[config.mk]
export PLATFORM = sky130hd
export DESIGN_NAME = ram_port_arbiter
export DESIGN_NICKNAME = d
export VERILOG_FILES = /design/src/rtl/ram_port_arbiter.sv
export SDC_FILE = /design/constraint.sdc
export NUM_CORES = 1
export LEC_CHECK = 0
export BUFFER_PORTS_ARGS = -buffer_cell sky130_fd_sc_hd__buf_4
export CAP_MARGIN = 40
export CORE_UTILIZATION = 38
export DETAILED_ROUTE_END_ITERATION = 12
export PLACE_DENSITY = 0.86
export SYNTH_ARGS = -nofsm -noshare
export SYNTH_HDL_FRONTEND = slang
export SYNTH_SLANG_ARGS = --single-unit
[constraint.sdc]
create_clock -name clk_i -period 4.11 [get_ports clk_i]
set_clock_uncertainty 0.15 [all_clocks]
set_input_delay 0.411 -clock clk_i [delete_from_list [all_inputs] [get_ports clk_i]]
set_output_delay 0.411 -clock clk_i [all_outputs]
set_load 0.01 [all_outputs]
[src/rtl/ram_port_arbiter.sv]
// ram_port_arbiter
//   Two-requester arbiter that shares one single-port RAM between the LED
//   pattern counter (port 0) and a UART/debug loader (port 1). The RAM
//   registers its read address, so read data comes back one cycle after the
//   grant. Everything runs in the PLL output clock domain.
//
// Ports
//   clk_i, rst_ni          clock, synchronous active-low reset
//   reqN_i/weN_i           per-port request (held until granted), 1 = write
//   addrN_i/wdataN_i       per-port address and write data
//   gntN_o                 beat accepted this cycle (combinational)
//   rvalidN_o/rdataN_o     read response, one cycle after a granted read
//   mem_we_o/mem_addr_o/
//   mem_wdata_o            RAM command, muxed from the granted port
//   mem_rdata_i            RAM read data for the previous cycle's address
//
// Build option
//   ARB_FIXED_PRI_EN       when defined, port 0 has fixed priority (uncapped
//                          bursts, port 1 yields immediately and may starve).
//                          Default: round-robin with a MAX_BURST beat cap.
module ram_port_arbiter #(
    parameter int unsigned DATA_WIDTH = 8,
    parameter int unsigned ADDR_WIDTH = 6,
    parameter int unsigned MAX_BURST  = 4
) (
    input  logic                  clk_i,
    input  logic                  rst_ni,
    input  logic                  req0_i,
    input  logic                  we0_i,
    input  logic [ADDR_WIDTH-1:0] addr0_i,
    input  logic [DATA_WIDTH-1:0] wdata0_i,
    input  logic                  req1_i,
    input  logic                  we1_i,
    input  logic [ADDR_WIDTH-1:0] addr1_i,
    input  logic [DATA_WIDTH-1:0] wdata1_i,
    output logic                  gnt0_o,
    output logic                  gnt1_o,
    output logic                  rvalid0_o,
    output logic                  rvalid1_o,
    output logic [DATA_WIDTH-1:0] rdata0_o,
    output logic [DATA_WIDTH-1:0] rdata1_o,
    output logic                  mem_we_o,
    output logic [ADDR_WIDTH-1:0] mem_addr_o,
    output logic [DATA_WIDTH-1:0] mem_wdata_o,
    input  logic [DATA_WIDTH-1:0] mem_rdata_i
);

    localparam int unsigned CNT_W = $clog2(MAX_BURST + 1);

    typedef enum logic [1:0] {
        IDLE = 2'd0,
        OWN0 = 2'd1,
        OWN1 = 2'd2
    } state_t;

    state_t           state;
    logic [CNT_W-1:0] beat_cnt;
    logic             last;
    logic             gnt0;
    logic             gnt1;
    logic             cnt_sat;

    assign cnt_sat = (beat_cnt == CNT_W'(MAX_BURST));

    // Grant decision; nothing is granted while reset is asserted.
    always_comb begin
        gnt0 = 1'b0;
        gnt1 = 1'b0;
        if (rst_ni) begin
`ifdef ARB_FIXED_PRI_EN
            gnt0 = req0_i;
            gnt1 = req1_i & ~req0_i;
`else
            case (state)
                IDLE: begin
                    if (req0_i && req1_i) begin
                        // Tie goes to the port that was not served last.
                        if (last) gnt0 = 1'b1;
                        else      gnt1 = 1'b1;
                    end else begin
                        gnt0 = req0_i;
                        gnt1 = req1_i;
                    end
                end
                OWN0: begin
                    if (req0_i) begin
                        if (cnt_sat && req1_i) gnt1 = 1'b1;
                        else                   gnt0 = 1'b1;
                    end else begin
                        gnt1 = req1_i;
                    end
                end
                OWN1: begin
                    if (req1_i) begin
                        if (cnt_sat && req0_i) gnt0 = 1'b1;
                        else                   gnt1 = 1'b1;
                    end else begin
                        gnt0 = req0_i;
                    end
                end
                default: begin
                    gnt0 = 1'b0;
                    gnt1 = 1'b0;
                end
            endcase
`endif
        end
    end

    always_ff @(posedge clk_i) begin
        if (!rst_ni) begin
            state     <= IDLE;
            beat_cnt  <= '0;
            last      <= 1'b1;
            rvalid0_o <= 1'b0;
            rvalid1_o <= 1'b0;
        end else begin
            rvalid0_o <= gnt0 & ~we0_i;
            rvalid1_o <= gnt1 & ~we1_i;
            if (gnt0) begin
                state <= OWN0;
                last  <= 1'b0;
                if (state != OWN0) beat_cnt <= CNT_W'(1);
                else if (!cnt_sat) beat_cnt <= beat_cnt + CNT_W'(1);
            end else if (gnt1) begin
                state <= OWN1;
                last  <= 1'b1;
                if (state != OWN1) beat_cnt <= CNT_W'(1);
                else if (!cnt_sat) beat_cnt <= beat_cnt + CNT_W'(1);
            end else begin
                state    <= IDLE;
                beat_cnt <= '0;
            end
        end
    end

    assign gnt0_o      = gnt0;
    assign gnt1_o      = gnt1;
    assign mem_we_o    = (gnt0 & we0_i) | (gnt1 & we1_i);
    assign mem_addr_o  = gnt1 ? addr1_i  : addr0_i;
    assign mem_wdata_o = gnt1 ? wdata1_i : wdata0_i;
    assign rdata0_o    = mem_rdata_i;
    assign rdata1_o    = mem_rdata_i;

endmodule

### Word-level counts from Yosys, hierarchy flattened

Index checks and enable logic that the tools add are counted.

* reductions and logical operators: 6
* equal/unequal tests: 5
* add/sub/neg operators: 1
* bitwise operators: 8
* muxes and demuxes: 27

Operators by type and width (number)
* $mux 1: 17
* $mux 3: 5
* $mux 8: 1
* $mux 6: 1
* $pmux 1 s3: 2
* $and 1x1->1: 4
* $add 3x1->3 const B: 1
* $eq 3x3->1 const B: 1
* $logic_and 1x1->1: 3
* $not 1->1: 3
* $eq 2x1->1 const B: 1
* $eq 2x2->1 const B: 1
* $logic_not 2->1: 1
* $mux 2: 1
* $ne 2x1->1 const B: 1
* $ne 2x2->1 const B: 1
* $reduce_bool 2->1: 1
* $reduce_or 2->1: 1
* $or 1x1->1: 1

* bits of input ports: 42
* word-level logic and storage cells: 53
* output and inout port bits: 35
* register bits after elaboration: 8

### Logic depth before layout (Yosys ltp)

* word-level depth: 8
* mapped depth: 9
* mapped depth without buffers: 7

### Worst setup path after synthesis

OpenSTA, ideal clock, no wires.

* path kind: register to output
* start point: reg beat_cnt[0]
* end point: out mem_wdata_o[1]
* stages on the path, launching flop included: 9
* setup slack: 1.840 ns
* data arrival time: 1.709 ns
* path buffers: 2
* data required time: 3.549 ns
* cells stage by stage: dfxtp_1 -> inv_1 -> ha_1 -> nand2_2 -> o2111a_1 -> a22o_1 -> buf_6 -> buf_12 -> mux2_4

* word-level cells in the longest chain between the ends: 7
* elaborated cells between the ends (all ways): 10
* those cells by class: eq/ne: 1; mux: 7; reduce/logical: 2

RTL lines
* start, declared: RTL line 57 `logic [CNT_W-1:0] beat_cnt;`
* start signal, assigned: RTL line 124 `else if (!cnt_sat) beat_cnt <= beat_cnt + CNT_W'(1);`
* start signal, assigned: RTL line 129 `else if (!cnt_sat) beat_cnt <= beat_cnt + CNT_W'(1);`
* $eq 3x3->1 *: RTL line 63 `assign cnt_sat = (beat_cnt == CNT_W'(MAX_BURST));`
* $logic_and 1x1->1, on equally long branches: RTL line 95, 87
* $mux 1, on equally long branches: RTL line 95, 87
* $mux 1, on equally long branches: RTL line 94, 86
* $pmux 1 s3 *: RTL line 74 `case (state)`
* $mux 1 *: RTL line 69 `if (rst_ni) begin`
* net gnt1_o: RTL line 37 `output logic gnt1_o,`
* $mux 8 *: RTL line 141 `assign mem_wdata_o = gnt1 ? wdata1_i : wdata0_i;`
* end, declared: RTL line 44 `output logic [DATA_WIDTH-1:0] mem_wdata_o,`

Mark *: on every way through the listed nets, which the timed path passes. The rest lies on a longest branch.

### Final worst setup path

* start point: reg beat_cnt[0]
* end point: out mem_addr_o[4]

* word-level cells in the longest chain between the ends: 7
* elaborated cells between the ends (all ways): 10
* those cells by class: eq/ne: 1; mux: 7; reduce/logical: 2

RTL lines
* $eq 3x3->1 *: RTL line 63
* $logic_and 1x1->1, on equally long branches: RTL line 95, 87
* $mux 1, on equally long branches: RTL line 95, 87
* $mux 1, on equally long branches: RTL line 94, 86
* $pmux 1 s3 *: RTL line 74
* $mux 1 *: RTL line 69
* $mux 6 *: RTL line 140 `assign mem_addr_o = gnt1 ? addr1_i : addr0_i;`
* end, declared: RTL line 43 `output logic [ADDR_WIDTH-1:0] mem_addr_o,`

Every way passes the cells marked *; elsewhere a longest branch is shown, timed or not.

==> flow_summary.toml <==
[synthesis]
post-synth-top-count-cell = "sky130_fd_sc_hd__buf_4"
synth_warnings = 0
synth.top_cells.by_area = "sky130_fd_sc_hd__dfxtp_1, sky130_fd_sc_hd__buf_4, sky130_fd_sc_hd__mux2_2, sky130_fd_sc_hd__mux2_4, sky130_fd_sc_hd__a22o_1"
asyncSetResetFlopFracSynth = 0
yosysTopAreaCell = "sky130_fd_sc_hd__dfxtp_1"
postSynthRegisterBits = 8
yosys.area.top_type_share = 0.203
yosys.cell_types.count = 31
synth_enable_flop_cells = 0
synth_nets = 127
synthesis.area_um2 = 790
synthFlopType = "sky130_fd_sc_hd__dfxtp_1"
syn-mean-instance-area_um2 = 9.51
synth.yosys.seq_area_share = 0.203
synth_top_cells_by_count = "sky130_fd_sc_hd__buf_4, sky130_fd_sc_hd__dfxtp_1, sky130_fd_sc_hd__mux2_2"
syn_inst = 83

[cts]
path_clk_slew_ns = 0.06
post_cts_resize_count = 0
clock_sink_count = 8
tritoncts.num_buffers = 3
cts_setup_buffers = 0
htree_num_levels = 1
clk_buf_depth = 2
cts_tree = "done"
clock_root_buffer = "sky130_fd_sc_hd__clkbuf_4"
clock_latency_ns = 0.26
post_cts_hold_buffer_count = 0

[floorplanning]
io_pins = 77
initial_core_util = 0.402
fp.dieArea_um2 = 2260
design.core.area_um2 = 1960
fp.dieW_um = 47.6
die_h_um = 47.6
floorplan.rows = 16

[sta]
timing.final.hold_violations = 0
rsz0062_at_grt = "false"
min_period_over_period = 0.772
timing_worst_slew_pin_value_ns = 0.911
fin_tns_setup_ns = 0
slew_headroom = 0.392
setup_viol = 0
finalMaxSlewViolations = 0
fin_crit_ns = 3.17
clock.fmax_ghz = 0.315

[global_routing]
gr-total-overflow = 0
number_of_antenna_violations_at_the_first_check_in_global_routing = 0
grt_max_degree = 19
grt_pass1_vias = 601
wire_length_of_the_first_global_routing_pass_um = 2680
track_usage = 0.172

[routing]
drc_errors = 0
postRouteWirelength_um = 2040
detail_route.iter0.violations = 30
first_pass_iters = 4
via_count = 733
detail-route-antenna-nets = 0
drt-vias-per-instance = 5.02
post_drt_wl_per_cell_um = 14.0

[critical_path]
critical_path.endpoint_type = "output pin"
worst-path-max-fanout = 18
cpLargestDelayFamily = "compound AO/OA/AOI/OAI gates"
worst_setup_path_class = "register to output pin"
timing.critical_path.slowest_stage_cell = "sky130_fd_sc_hd__a22o_1"
critical_path.max_stage_delay_ns = 0.76
crit_arrival_ns = 2.61
critPathLaunchType = "register"
timing.critical_path.buf_inv = 2
setup.reg_to_reg.worst_slack_ns = 1.82
critical_path.cell_chain = "inv_1 > ha_1 > nand2_2 > o2111a_1 > a22o_1 > mux2_2 > buf_4"
worstPathRequired_ns = 3.55

[flow_run]
cap_violations = 0

[finish]
multiInputGateArea_um2 = 448
n_fill_cell = 184
finish.net_count = 165
final_layout_size_suffix_gt1_frac = 0.622
sequential_cell_area_in_the_final_layout_um2 = 160
instances_no_fill = 146
area.growth.synth_to_final_pct = 36.0
antenna_cells = 0

[power_and_ir_drop]
total_switching_power_uw = 81.1
power_frac_seq = 0.336
pwr_density_cell_nw_per_um2 = 250
vdd.ir_drop.worst_uv = 127
power_report.internal_total_uw = 187
switching_share = 0.303
p_leak_nw = 0.527
pwr-share-clk = 0.232
pwr-share-comb = 0.432

[placement]
place.detailed.hpwl_um = 1650
placed_cells = 143
place.port_buffers = 52
gp_congestion = 0.834

[worst_hold_path]
holdCritPathClass = "input port to register"

[outcome]
status = "completed"
power groups by stage:
stage	Combinational (mW)	Clock, mW	Sequential [mW]
after floorplan	0.0821	0	0.0899
after global placement	0.113	0	0.0912
after global routing	0.126	0.0685	0.0913
final	0.116	0.0623	0.0900
after CTS	0.116	0.0642	0.0900
after detailed placement	0.116	0	0.0918
metal layers:
layer	up-vias	share of wire	GRT usage	wire, um
met1	335	0.38	0.220	769
met2	33	0.52	0.252	1070
li1	353	-	-	-
met5	-	0	0	0
met3	12	0.074	0.0566	150
met4	0	0.024	0.100	48
layout by cell type, fill, tap and decap left out, types with 2 or more instances in the layout:
master / Yosys / final
sky130_fd_sc_hd__mux2_4: 6 / 6
sky130_fd_sc_hd__a22o_1: 3 / 3
sky130_fd_sc_hd__ha_1: 2 / 2
sky130_fd_sc_hd__clkbuf_4: 0 / 3
sky130_fd_sc_hd__inv_1: 4 / 4
sky130_fd_sc_hd__nand2_1: 6 / 6
sky130_fd_sc_hd__mux2_2: 8 / 8
sky130_fd_sc_hd__dfxtp_1: 8 / 8
sky130_fd_sc_hd__nand3_1: 2 / 2
sky130_fd_sc_hd__buf_4: 16 / 52
sky130_fd_sc_hd__nor2b_1: 3 / 3
sky130_fd_sc_hd__a21oi_1: 3 / 3
sky130_fd_sc_hd__nor3_1: 2 / 2
per-stage QoR:
step,instance area (um2),hold WS (ns),util,setup slack (ns),power (mW)
final,1070,0.168,0.547,0.938,0.268
after CTS,1070,0.165,0.547,0.944,0.270
after floorplan,790,0.329,-,1.84,0.172
after detailed placement,1050,0.364,0.536,1.22,0.208
after global routing,1070,0.174,0.547,0.756,0.286
after global placement,1050,0.347,0.536,1.33,0.204
flip-flops by register name, summed over array words and instances, names as in the netlist:
| name | flops |
|---|---|
| beat_cnt | 3 |
| state | 2 |
| rvalid1_o | 1 |
| rvalid0_o | 1 |
| last | 1 |
worst reg2reg max path, stage by stage, from the launching register on:
cell	delay, ns
sky130_fd_sc_hd__dfxtp_1	0.37
sky130_fd_sc_hd__inv_1	0.06
sky130_fd_sc_hd__ha_1	0.22
sky130_fd_sc_hd__nand2_2	0.14
sky130_fd_sc_hd__o2111a_1	0.24
sky130_fd_sc_hd__a22o_1	0.76
sky130_fd_sc_hd__nor2_4	0.02
sky130_fd_sc_hd__o31ai_2	0.25
worst paths after layout:
| check | cells after the start | from | endpoint |
|---|---|---|---|
| hold reg to reg | 2 | last$_SDFFE_PN1P_ | last$_SDFFE_PN1P_ |
| hold / removal | 2 | we1_i | rvalid1_o$_SDFF_PN0_ |
| setup reg to reg | 7 | beat_cnt[0]$_SDFF_PN0_ | beat_cnt[0]$_SDFF_PN0_ |
| setup / recovery | 7 | beat_cnt[0]$_SDFF_PN0_ | mem_addr_o[4] |
cell families after synthesis:
| group | count (synthesis) | share of synthesized area |
|---|---|---|
| and+or+nand+nor | 18 | 0.125 |
| adders and majority gates | 2 | 0.0317 |
| buffers and inverters | 24 | 0.230 |
| AOI/OAI and AO/OA | 17 | 0.182 |
| DFF | 8 | 0.203 |
| muxes | 14 | 0.228 |
final cells by class:
| cell class | count | area share |
|---|---|---|
| Timing Repair Buffer | 52 | 0.364 |
| Multi-Input combinational cell | 51 | 0.417 |
| Tap cell | 27 | 0.0315 |
| Clock buffer | 3 | 0.0210 |
| Inverter | 5 | 0.0175 |
| Sequential cell | 8 | 0.149 |
Note: power is estimated with default switching activity, not from simulation.
